**config.mk**
```make
export PLATFORM = sky130hd
export DESIGN_NAME = uart_tx_drain
export DESIGN_NICKNAME = d
export VERILOG_FILES = /design/src/rtl/uart_tx_drain_pkg.sv /design/src/rtl/uart_tx_drain_baud_tick.sv /design/src/rtl/uart_tx_drain.sv
export SDC_FILE = /design/constraint.sdc
export NUM_CORES = 1
export LEC_CHECK = 0
export ABC_AREA = 1
export CAP_MARGIN = 20
export CORE_MARGIN = 8
export CORE_UTILIZATION = 47
export CTS_BUF_LIST = sky130_fd_sc_hd__clkbuf_4 sky130_fd_sc_hd__clkbuf_8 sky130_fd_sc_hd__clkbuf_16
export CTS_CLUSTER_DIAMETER = 30
export DETAILED_ROUTE_END_ITERATION = 16
export PLACE_DENSITY = 0.7
export SYNTH_ARGS = -nofsm -noshare
export SYNTH_HDL_FRONTEND = slang
export SYNTH_SLANG_ARGS = --single-unit
```
**constraint.sdc**
```tcl
create_clock -name clock -period 1.48 [get_ports clock]
set_input_delay 0.37 -clock clock [delete_from_list [all_inputs] [get_ports clock]]
set_output_delay 0.37 -clock clock [all_outputs]
set_load 0.01 [all_outputs]
```
**src/rtl/uart_tx_drain_pkg.sv**
```systemverilog
// Shared definitions for the UART transmit drain: data width and FSM state encodings.
// Optional feature macro: UART_TX_PARITY_EN (adds the PARITY state encoding).
package uart_tx_drain_pkg;

  localparam int unsigned UART_DATA_BITS = 8;

  // 3-bit encodings kept identical to the original include file.
  typedef enum logic [2:0] {
    UART_STATE_IDLE   = 3'd0,
    UART_STATE_START  = 3'd1,
    UART_STATE_DATA   = 3'd2,
`ifdef UART_TX_PARITY_EN
    UART_STATE_PARITY = 3'd3,
`endif
    UART_STATE_STOP   = 3'd4
  } uart_state_e;

endpackage

```
**src/rtl/uart_tx_drain_baud_tick.sv**
```systemverilog
// Bit-period counter: counts clock cycles within one UART bit and flags the last cycle.
// Reusable by a receiver; synchronous clear restarts the period.
module baud_tick #(
  parameter int unsigned CLOCK_DIVIDER = 12,
  parameter int unsigned DIVIDER_BITS  = 16
) (
  input  logic clock,
  input  logic reset,
  input  logic clear,
  output logic bit_tick
);

  localparam logic [DIVIDER_BITS-1:0] LAST_COUNT = DIVIDER_BITS'(CLOCK_DIVIDER - 1);

  logic [DIVIDER_BITS-1:0] count;

  assign bit_tick = (count == LAST_COUNT);

  // Count up each cycle, wrapping at the end of a bit period or on clear.
  always_ff @(posedge clock) begin
    if (reset || clear || bit_tick) begin
      count <= '0;
    end else begin
      count <= count + 1'b1;
    end
  end

endmodule

```
**src/rtl/uart_tx_drain.sv**
```systemverilog
// FIFO-draining 8N1 UART transmitter: pops a byte when idle (or at the end of a stop
// bit, for gapless streaming) and shifts it out LSB first on a registered, idle-high pin.
// Optional feature macro: UART_TX_PARITY_EN (even parity bit between data and stop).
module uart_tx_drain
  import uart_tx_drain_pkg::*;
#(
  parameter int unsigned CLOCK_DIVIDER = 12,
  parameter int unsigned DIVIDER_BITS  = 16
) (
  input  logic       clock,
  input  logic       reset,
  input  logic       fifo_ready_i,
  input  logic [7:0] fifo_data_i,
  output logic       fifo_read_o,
  output logic       tx_o,
  output logic       busy_o
);

  uart_state_e state, state_next;
  logic [UART_DATA_BITS-1:0] shift, shift_next;
  logic [2:0] bit_index, bit_index_next;
  logic tx_next;
  logic bit_tick;
  logic count_clear;
`ifdef UART_TX_PARITY_EN
  logic parity, parity_next;
`endif

  // Restart the bit period on every state entry and hold it at zero while idle.
  assign count_clear = (state == UART_STATE_IDLE) || (state_next != state);
  assign busy_o      = (state != UART_STATE_IDLE);

  baud_tick #(
    .CLOCK_DIVIDER(CLOCK_DIVIDER),
    .DIVIDER_BITS (DIVIDER_BITS)
  ) u_baud_tick (
    .clock   (clock),
    .reset   (reset),
    .clear   (count_clear),
    .bit_tick(bit_tick)
  );

  // State, shift register and serial output registers.
  always_ff @(posedge clock) begin
    if (reset) begin
      state     <= UART_STATE_IDLE;
      shift     <= '0;
      bit_index <= '0;
      tx_o      <= 1'b1;
`ifdef UART_TX_PARITY_EN
      parity    <= 1'b0;
`endif
    end else begin
      state     <= state_next;
      shift     <= shift_next;
      bit_index <= bit_index_next;
      tx_o      <= tx_next;
`ifdef UART_TX_PARITY_EN
      parity    <= parity_next;
`endif
    end
  end

  // Pop decision, next state and next serial bit; a pop loads the byte and starts a frame.
  always_comb begin
    state_next     = state;
    shift_next     = shift;
    bit_index_next = bit_index;
    tx_next        = tx_o;
`ifdef UART_TX_PARITY_EN
    parity_next    = parity;
`endif
    fifo_read_o = !reset && fifo_ready_i &&
                  ((state == UART_STATE_IDLE) || ((state == UART_STATE_STOP) && bit_tick));

    unique case (state)
      UART_STATE_IDLE: begin
        if (fifo_read_o) begin
          shift_next = fifo_data_i;
          state_next = UART_STATE_START;
          tx_next    = 1'b0;
`ifdef UART_TX_PARITY_EN
          parity_next = ^fifo_data_i;
`endif
        end
      end
      UART_STATE_START: begin
        if (bit_tick) begin
          state_next = UART_STATE_DATA;
          tx_next    = shift[0];
          shift_next = shift >> 1;
        end
      end
      UART_STATE_DATA: begin
        if (bit_tick) begin
          if (bit_index == 3'd7) begin
            bit_index_next = '0;
`ifdef UART_TX_PARITY_EN
            state_next = UART_STATE_PARITY;
            tx_next    = parity;
`else
            state_next = UART_STATE_STOP;
            tx_next    = 1'b1;
`endif
          end else begin
            bit_index_next = bit_index + 3'd1;
            tx_next        = shift[0];
            shift_next     = shift >> 1;
          end
        end
      end
`ifdef UART_TX_PARITY_EN
      UART_STATE_PARITY: begin
        if (bit_tick) begin
          state_next = UART_STATE_STOP;
          tx_next    = 1'b1;
        end
      end
`endif
      UART_STATE_STOP: begin
        if (bit_tick) begin
          if (fifo_read_o) begin
            shift_next = fifo_data_i;
            state_next = UART_STATE_START;
            tx_next    = 1'b0;
`ifdef UART_TX_PARITY_EN
            parity_next = ^fifo_data_i;
`endif
          end else begin
            state_next = UART_STATE_IDLE;
            tx_next    = 1'b1;
          end
        end
      end
      default: begin
        state_next = UART_STATE_IDLE;
        tx_next    = 1'b1;
      end
    endcase
  end

endmodule

```
==> metrics.txt <==
Mapped Nets 272; Worst Hold Depth 2; total gr overflow 0; layout cells sized above 1 0.430; R2R depth 10; syn avg cell area 6.72 um^2; Die Y 76.7 um; Detailed Routing Iterations Pass 1 4; VDD IR-drop max 0.000536 V; chip width 76.7 um; final hold vios 0; CTS sink count 31; WL final 4380 um; final worst setup slack -0.161 ns; Synthesis Warnings 0; clock latency on the worst-skew pair 0.29 ns; Endpoint, Worst Hold shift[1]; net switching power 0.000527 W; Total GRT Usage 0.148; drt wl/cell 11.8 um; Crit. End Element output port; CP Data Required Time 1.11 ns; vias per std cell 4.81; H-tree depth 2; static leakage 1.20 nW; top cells by area, synth dfxtp_1 36%, nand2_1 13%, nor2_1 9.7%; Startpoint Class register; Non-Filler Instances 371; worst-path cell chain ha_4, nand3_2, nor2_2, nand2_2, nand2_2, nand2_2, inv_1, buf_2; relative slew slack 0.722; clock buffer depth 2; Distinct cells, synth 25; RSZ-0062 raised after global routing true; commonest non-fill, non-tap cell in the layout nand2_1; GP Congestion 0.818; combinational power share 0.168; FP Rows 22; CP max stage cell dfxtp_2; fin crit period 1.64 ns; # port buffers 13; largest area contributor in the synthesized netlist dfxtp_1; Clk network pwr share 0.389; first-pass GRT wire length 7310 um; max incr delay on CP 0.36 ns; flops & latches, synth 31; Crit path depth 8; number of setup violations in the final report 26; share of the synthesized area in the top cell type 0.358; CP arrival 1.27 ns; Reg power frac 0.443; Mapped Cells 258; Die Area 5890 um^2; hold path start shift[1]; Detailed Route Iter0 Violations 119; CP dominant cell by count nand2_2; commonest non-fill, non-tap cells in the layout 51 x nand2_1, 38 x buf_4, 30 x inv_1; Nets 336; Residual DRC 0; fmax 609 MHz; CTS Buf Count 5; Worst-Margin Slew 0.415 ns; final core utilization 0.734; CP top delay family flip-flops; post-route clock period utilization 1.11; CTS Root Cell clkbuf_8; vias 1784; total inserted antenna cells 0; outcome complete, but fails checks; WHS 0.469 ns; mapped cell area 1730 um^2; Core ar. 3610 um^2; setup TNS -1.89 ns; I/O pin total 14; Cell Int Power 0.00147 W; terminus of the critical flop-to-flop path u_baud_tick.count[3]; sequential-to-total area share from yosys stat 0.358; hpwl dp 2620 um; Slew Limit Fails 0; Crit Path Class register to output port; clk slew on worst S/H paths 0.07 ns; failing checks setup timing; HP Class register to register; CTS hold repair buffers 0; Crit Path Max Fanout 2; starting density of the core 0.481; CTS tree done; worst reg-to-reg setup slack -0.09 ns; dpl cells 354; post-route ant nets 0; largest net degree at the start of global routing 17; fillers 257; max-cap viol count 0; vias in the first global route 1694; area delta synth->final 52.7%; initial antenna violation count 0; Power per Cell Area 755 nW/um^2; Final Total Pwr 0.00200 W; worst r2r src u_baud_tick.count[1]; skew final 0.00739 ns; Switching Share 0.264; CP bufs+invs 2
worst register-to-register path: stages (launching register included):
cell and delay (ns):
dfxtp_2 0.36, ha_4 0.14, buf_6 0.10, nand2_4 0.05
nor2_4 0.16, nand2_4 0.10, o211ai_1 0.12, inv_1 0.10
nand3_4 0.13, buf_12 0.15, nor2_2 0.04
worst max path at each step:
stage,to,from
6_report,fifo_read_o,u_baud_tick.count[1]
5_1_grt,fifo_read_o,u_baud_tick.count[1]
4_1_cts,fifo_read_o,u_baud_tick.count[1]
3_5_place_dp,fifo_read_o,reset
3_3_place_gp,fifo_read_o,reset
2_1_floorplan,shift[5],u_baud_tick.count[0]
per-layer routing:
metal	global-route usage	up-vias	wire (um)
met1	0.177	830	2040
met5	0	-	0
li1	-	924	-
met2	0.249	23	2190
met4	0.0462	0	48
met3	0.0420	7	111
power groups by stage:
stage / clock [W] / combinational (W) / sequential [W]
CTS: 0.000784 / 0.000311 / 0.000883
detailed placement: 0 / 0.000273 / 0.000901
floorplan: 0 / 0.000167 / 0.000901
global route: 0.000827 / 0.000371 / 0.000887
finish: 0.000777 / 0.000336 / 0.000884
global placement: 0 / 0.000270 / 0.000900
synth_stat cells, drive strengths merged:
library cell	count
nand2	67
xor2	11
dfxtp	31
a21oi	15
inv	36
nor3b	1
nand3b	1
nand4	2
o211ai	1
clkbuf	1
ha	3
o21ai	3
xnor2	3
nand3	22
nor2	56
nor3	2
buf	3
state kept, by name, summed over array words and instances (netlist names):
| name | flops |
|---|---|
| u_baud_tick.count | 16 |
| tx_o | 1 |
| shift | 8 |
| bit_index | 3 |
| state | 3 |
cell families (layout without fill, tap and decap cells):
kind of cell	count (synthesis)	count (layout)	synth area share
flip-flops	31	31	0.358
XOR/XNOR	14	14	0.0708
buffers and inverters	40	105	0.0975
adder cells (fa/ha/maj)	3	3	0.0217
AND/OR/NAND/NOR	151	151	0.389
AO/OA/AOI/OAI	19	19	0.0628
per-stage QoR:
stage               worst slack (ns)  cell area (um^2)
finish                        -0.161              2650
global route                  -0.229              2650
CTS                           -0.173              2510
detailed placement            -0.584              2210
global placement              -0.584              2210
floorplan                     0.0123              1740
final cells by class:
class / count / area (um^2) / area share
Sequential cell: 31 / 633 / 0.239
Clock buffer: 8 / 104 / 0.0392
Multi-Input combinational cell: 187 / 1160 / 0.438
Inverter: 36 / 135 / 0.0511
Timing Repair Buffer: 61 / 554 / 0.209
Tap cell: 48 / 60.1 / 0.0227
timing repair:
item / 4_1_cts / 5_1_grt
buffers inserted: 7 / 2
resized for setup: 36 / 45
gates cloned: 2 / 0
pin swaps: 8 / 25
endpoints found under the setup margin: 28 / 31
Power figures use the tool's default switching activity.
